===== config.mk =====
export PLATFORM = sky130hd
export DESIGN_NAME = param_sync_fifo
export DESIGN_NICKNAME = d
export VERILOG_FILES = /design/src/rtl/param_sync_fifo.sv
export SDC_FILE = /design/constraint.sdc
export NUM_CORES = 1
export LEC_CHECK = 0
export ABC_CLOCK_PERIOD_IN_PS = 2000
export BUFFER_PORTS_ARGS = -buffer_cell sky130_fd_sc_hd__buf_2
export CORE_MARGIN = 2
export CORE_UTILIZATION = 50
export DETAILED_ROUTE_END_ITERATION = 10
export GPL_TIMING_DRIVEN = 1
export PLACE_DENSITY_LB_ADDON = 0.08
export SLEW_MARGIN = 20
export SYNTH_ARGS = -nofsm -noshare
export SYNTH_HDL_FRONTEND = slang
export SYNTH_SLANG_ARGS = --single-unit
export TNS_END_PERCENT = 1

===== constraint.sdc =====
create_clock -name clk -period 2 [get_ports clk]
set_input_delay 0.3 -clock clk [delete_from_list [all_inputs] [get_ports clk]]
set_output_delay 0.3 -clock clk [all_outputs]
set_load 0.01 [all_outputs]

===== src/rtl/param_sync_fifo.sv =====
// Single-clock parametrised FIFO with programmable almost-full/almost-empty
// thresholds, occupancy count, sticky overflow/underflow flags, synchronous
// flush and a selectable first-word-fall-through read port.
//
// Occupancy is derived from a pair of (AW+1)-bit pointers. The extra MSB
// tells "full" apart from "empty" when the index bits match. All status
// outputs are decoded from the registered pointers, so they change one
// cycle after the edge that accepted a push or pop.

module param_sync_fifo #(
    parameter int DW     = 8,
    parameter int DEPTH  = 4,
    parameter int AF_LVL = DEPTH - 1,
    parameter int AE_LVL = 1,
    parameter int FWFT   = 0
) (
    input  logic                    clk,
    input  logic                    rstn,
    input  logic                    push,
    input  logic                    pop,
    input  logic                    flush,
    input  logic [DW-1:0]           din,
    output logic [DW-1:0]           dout,
    output logic                    full,
    output logic                    a_full,
    output logic                    empty,
    output logic                    a_empty,
    output logic [$clog2(DEPTH):0]  count,
    output logic                    ovf,
    output logic                    udf
);

    localparam int AW = $clog2(DEPTH);
    localparam int PW = AW + 1;

    // Thresholds cast once to pointer width so every compare is same-width.
    localparam logic [PW-1:0] DEPTH_C = PW'(DEPTH);
    localparam logic [PW-1:0] AF_C    = PW'(AF_LVL);
    localparam logic [PW-1:0] AE_C    = PW'(AE_LVL);
    localparam logic [PW-1:0] ONE_C   = PW'(1);

    // ------------------------------------------------------------------
    // State
    // ------------------------------------------------------------------
    logic [PW-1:0] wr_ptr_q, wr_ptr_d;
    logic [PW-1:0] rd_ptr_q, rd_ptr_d;
    logic          ovf_q,    ovf_d;
    logic          udf_q,    udf_d;

    // Storage is deliberately left out of reset; the pointers gate its use.
    logic [DW-1:0] mem_q [DEPTH];

    logic [AW-1:0] wr_idx;
    logic [AW-1:0] rd_idx;
    logic [PW-1:0] occ;

    logic pop_ok;
    logic push_ok;
    logic wr_en;
    logic rd_en;

    assign wr_idx = wr_ptr_q[AW-1:0];
    assign rd_idx = rd_ptr_q[AW-1:0];

    // Modulo subtraction gives the occupancy across pointer wrap.
    assign occ = wr_ptr_q - rd_ptr_q;

    // ------------------------------------------------------------------
    // Status decode (purely from registered pointers / flags)
    // ------------------------------------------------------------------
    assign count   = occ;
    assign empty   = (occ == '0);
    assign full    = (occ == DEPTH_C);
    assign a_full  = (occ >= AF_C);
    assign a_empty = (occ <= AE_C);
    assign ovf     = ovf_q;
    assign udf     = udf_q;

    // Accept logic: a pop frees a slot in the same cycle, so push+pop on a
    // full FIFO is accepted. Flush overrides both and suppresses the writes.
    always_comb begin
        pop_ok  = pop & ~empty;
        push_ok = push & (~full | pop_ok);
        wr_en   = push_ok & ~flush;
        rd_en   = pop_ok & ~flush;
    end

    // Next-state for pointers and sticky error flags; flush wins over all.
    always_comb begin
        wr_ptr_d = wr_ptr_q;
        rd_ptr_d = rd_ptr_q;
        ovf_d    = ovf_q;
        udf_d    = udf_q;
        if (flush) begin
            wr_ptr_d = '0;
            rd_ptr_d = '0;
            ovf_d    = 1'b0;
            udf_d    = 1'b0;
        end else begin
            if (push_ok) wr_ptr_d = wr_ptr_q + ONE_C;
            if (pop_ok)  rd_ptr_d = rd_ptr_q + ONE_C;
            if (push & ~push_ok) ovf_d = 1'b1;
            if (pop & empty)     udf_d = 1'b1;
        end
    end

    // Pointer and flag registers with asynchronous active-low reset.
    always_ff @(posedge clk or negedge rstn) begin
        if (!rstn) begin
            wr_ptr_q <= '0;
            rd_ptr_q <= '0;
            ovf_q    <= 1'b0;
            udf_q    <= 1'b0;
        end else begin
            wr_ptr_q <= wr_ptr_d;
            rd_ptr_q <= rd_ptr_d;
            ovf_q    <= ovf_d;
            udf_q    <= udf_d;
        end
    end

    // Storage write; no reset so it maps onto plain RAM/flops.
    always_ff @(posedge clk) begin
        if (wr_en) mem_q[wr_idx] <= din;
    end

    // ------------------------------------------------------------------
    // Read port
    // ------------------------------------------------------------------
    generate
        if (FWFT != 0) begin : g_fwft
            // Head entry is shown directly; pop only acknowledges it.
            assign dout = empty ? '0 : mem_q[rd_idx];
        end else begin : g_reg
            logic [DW-1:0] dout_q;

            // Registered read: capture the head on an accepted pop. Because
            // the capture uses the pre-edge array contents, a push+pop on a
            // full FIFO (same index) still returns the old entry.
            always_ff @(posedge clk or negedge rstn) begin
                if (!rstn) begin
                    dout_q <= '0;
                end else if (rd_en) begin
                    dout_q <= mem_q[rd_idx];
                end
            end

            assign dout = dout_q;
        end
    endgenerate

endmodule


==> impl_metrics.json <==
{
  "outcome": "complete, but fails checks",
  "violations": "negative setup slack",
  "synth_seq_area_share_pct": 65.8,
  "power_density_mw_per_mm2": 1390,
  "synthTopCellsByCount": "edfxtp_1, dfrtp_1, mux2_2",
  "synth_area_sq_mm": 0.00207,
  "grt_pass1_wl_microns": 5780,
  "core_sq_mm": 0.00400,
  "yosysWarnings": 0,
  "final-max-slew-violation-count": 0,
  "fin_nets": 198,
  "swShare_pct": 30.8,
  "area_growth_pct": 27.5,
  "antenna_found_initial": 0,
  "setup_ws_ps": -242,
  "wirelength_microns": 3700,
  "grt_max_degree": 18,
  "cp_data_required_time_ps": 1700,
  "switching_power_mw": 1.13,
  "synth.largest_area_cell": "edfxtp_1",
  "port_buffers": 29,
  "worstSkewPairLatency_ps": 310,
  "die_w_microns": 68.3,
  "fin_crit_ps": 2240,
  "cap_violations": 0,
  "initialDrtViolationCount": 66,
  "clockPowerShare_pct": 21.2,
  "ys.flop_type": "edfxtp_1",
  "fmax_mhz": 446,
  "skew_ps": 8.06,
  "grt-ovfl-total": 0,
  "power_leakage_nw": 1.09,
  "combPwrFrac_pct": 43.7,
  "wl_per_cell_microns": 16.2,
  "ir_worst_vdd_uv": 898,
  "finalCritPeriodShare_pct": 112,
  "syn-num-nets": 145,
  "first_pass_iters": 4,
  "yosysTopAreaCellShare_pct": 46.5,
  "drive_above_1_share_pct": 50.8,
  "hpwl_microns": 2640,
  "cts_sinks": 48,
  "synth_edf_count": 32,
  "h-tree-depth": 2,
  "fin_util_pct": 65.9,
  "cts_made_buffers": 5,
  "hold_class": "input port to register",
  "synth_most_common_cell": "edfxtp_1",
  "hold-worst-slack_ps": 203,
  "pin_count": 30,
  "yosysUniqueCellTypes": 29,
  "power_mw": 3.66,
  "seqPwrFrac_pct": 35.1,
  "p_int_mw": 2.54,
  "cp_max_fo": 3,
  "globalplace.congestion": 0.741,
  "cts_root_buf": "clkbuf_8",
  "slew_headroom_pct": 73.3,
  "finalSetupViolCount": 14,
  "antenna_left": 0,
  "viasPerCell": 5.22,
  "crit_arrival_ps": 1940,
  "clock_path_buffers": 2,
  "dp.cells": 215,
  "tightest_slew_ps": 400,
  "clk_pin_slew_ps": 90,
  "syn_inst": 125,
  "num_antenna_cells": 0,
  "start_util_pct": 51.7,
  "critPathKind": "register to output port",
  "end_kind": "output port",
  "startpoint_type": "register",
  "finalHoldViolations": 0,
  "grt_usage_pct": 18.0,
  "drc": 0,
  "stdcell_count": 229,
  "postSynth.asyncResetShare_pct": 33.3,
  "grt_pass1_vias": 1239,
  "die_h_microns": 68.3,
  "num_vias": 1196,
  "cts_tree": "built",
  "row_count": 23,
  "rsz0062_at_grt": "yes",
  "ys_seq_elements": 48,
  "yosys-top-cells-area": "edfxtp_1, dfrtp_1, mux4_2, mux2_2, ha_1",
  "die-area_sq_mm": 0.00467,
  "avgSynthCellArea_sq_um": 16.5
}
[layout make-up]
| cell class | count | area, sq um |
|---|---|---|
| clock buffer | 6 | 93.8 |
| clock inverter | 2 | 38.8 |
| fill | 296 | 1360 |
| inverter | 7 | 26.3 |
| multi-input combinational | 66 | 723 |
| sequential | 48 | 1360 |
| tap | 50 | 62.6 |
| timing repair buffer | 50 | 330 |
[cell families after synthesis]
family	count (synthesis)	share of synthesized area [%]
DFF	48	65.8
and+or+nand+nor	28	7.26
muxes	21	15.7
buffers and inverters	11	2.36
AOI/OAI and AO/OA	9	3.09
adders and majority gates	7	4.60
xor gates and xnor gates	1	1.21
[power by group through the flow]
stage          clock network, mW  logic, mW  registers (mW)
2_1_floorplan                  0      0.739            1.35
3_3_place_gp                   0       1.32            1.30
3_5_place_dp                   0       1.35            1.30
4_1_cts                    0.799       1.45            1.28
5_1_grt                    0.828       1.74            1.30
6_report                   0.778       1.60            1.28
[what timing repair did]
item	4_1_cts	5_1_grt
setup buffers	2	3
endpoints found under the hold margin	16	0
resized for setup	14	10
setup endpoints to repair	50	54
pin swaps	8	6
hold buffers	1	0
[worst paths after layout]
path	from	to	slack (ps)	depth (start not counted)
max in group asynchronous	rstn	rd_ptr_q[2]	1270	2
min reg2reg	ovf	ovf	510	2
max reg2reg	rd_ptr_q[0]	dout[2]	-170	8
min in group asynchronous	rstn	udf	440	2
max	rd_ptr_q[0]	empty	-240	7
min	din[6]	mem_q[1][6]	200	1
[per-stage QoR]
stage               cell area [sq um]  TNS [ps]  setup WS (ps)
floorplan                        2070     -3970          -99.3
finish                           2640     -2090           -242
global placement                 2370      -599          -78.7
CTS                              2560    -10170           -377
detailed placement               2370     -2850           -111
global route                     2640     -3180           -287
[layer usage]
layer / vias to the layer above / wire length (microns) / GRT usage [%]
li1: 567 / - / -
met1: 597 / 1550 / 21.3
met2: 27 / 1960 / 30.9
met3: 5 / 145 / 4.93
met4: 0 / 55 / 7.50
met5: - / 0 / 0
[sequential cells by signal, summed over array words and instances, names as in the netlist]
name      cells
dout          8
mem_q        32
ovf           1
rd_ptr_q      3
udf           1
wr_ptr_q      3
[cell usage in the layout (no fill, tap or decap), types with 2 or more instances in the layout]
cell type / n
buf_6: 6
edfxtp_1: 32
nand2_4: 2
ha_1: 5
and3_4: 4
buf_4: 15
clkbuf_8: 5
inv_1: 5
mux2i_1: 2
mux2_2: 11
dfrtp_1: 16
nand2b_1: 4
nor2_1: 7
buf_2: 28
mux4_2: 8
inv_2: 2
nor2b_1: 5
[worst max-delay path, cell delays in order (launching register included)]
cell     delay [ps]
dfrtp_1         420
ha_4            170
fa_2            540
buf_6           110
nand2_4          50
buf_6           110
nor2_2          100
buf_2           140
Power figures use the tool's default switching activity.
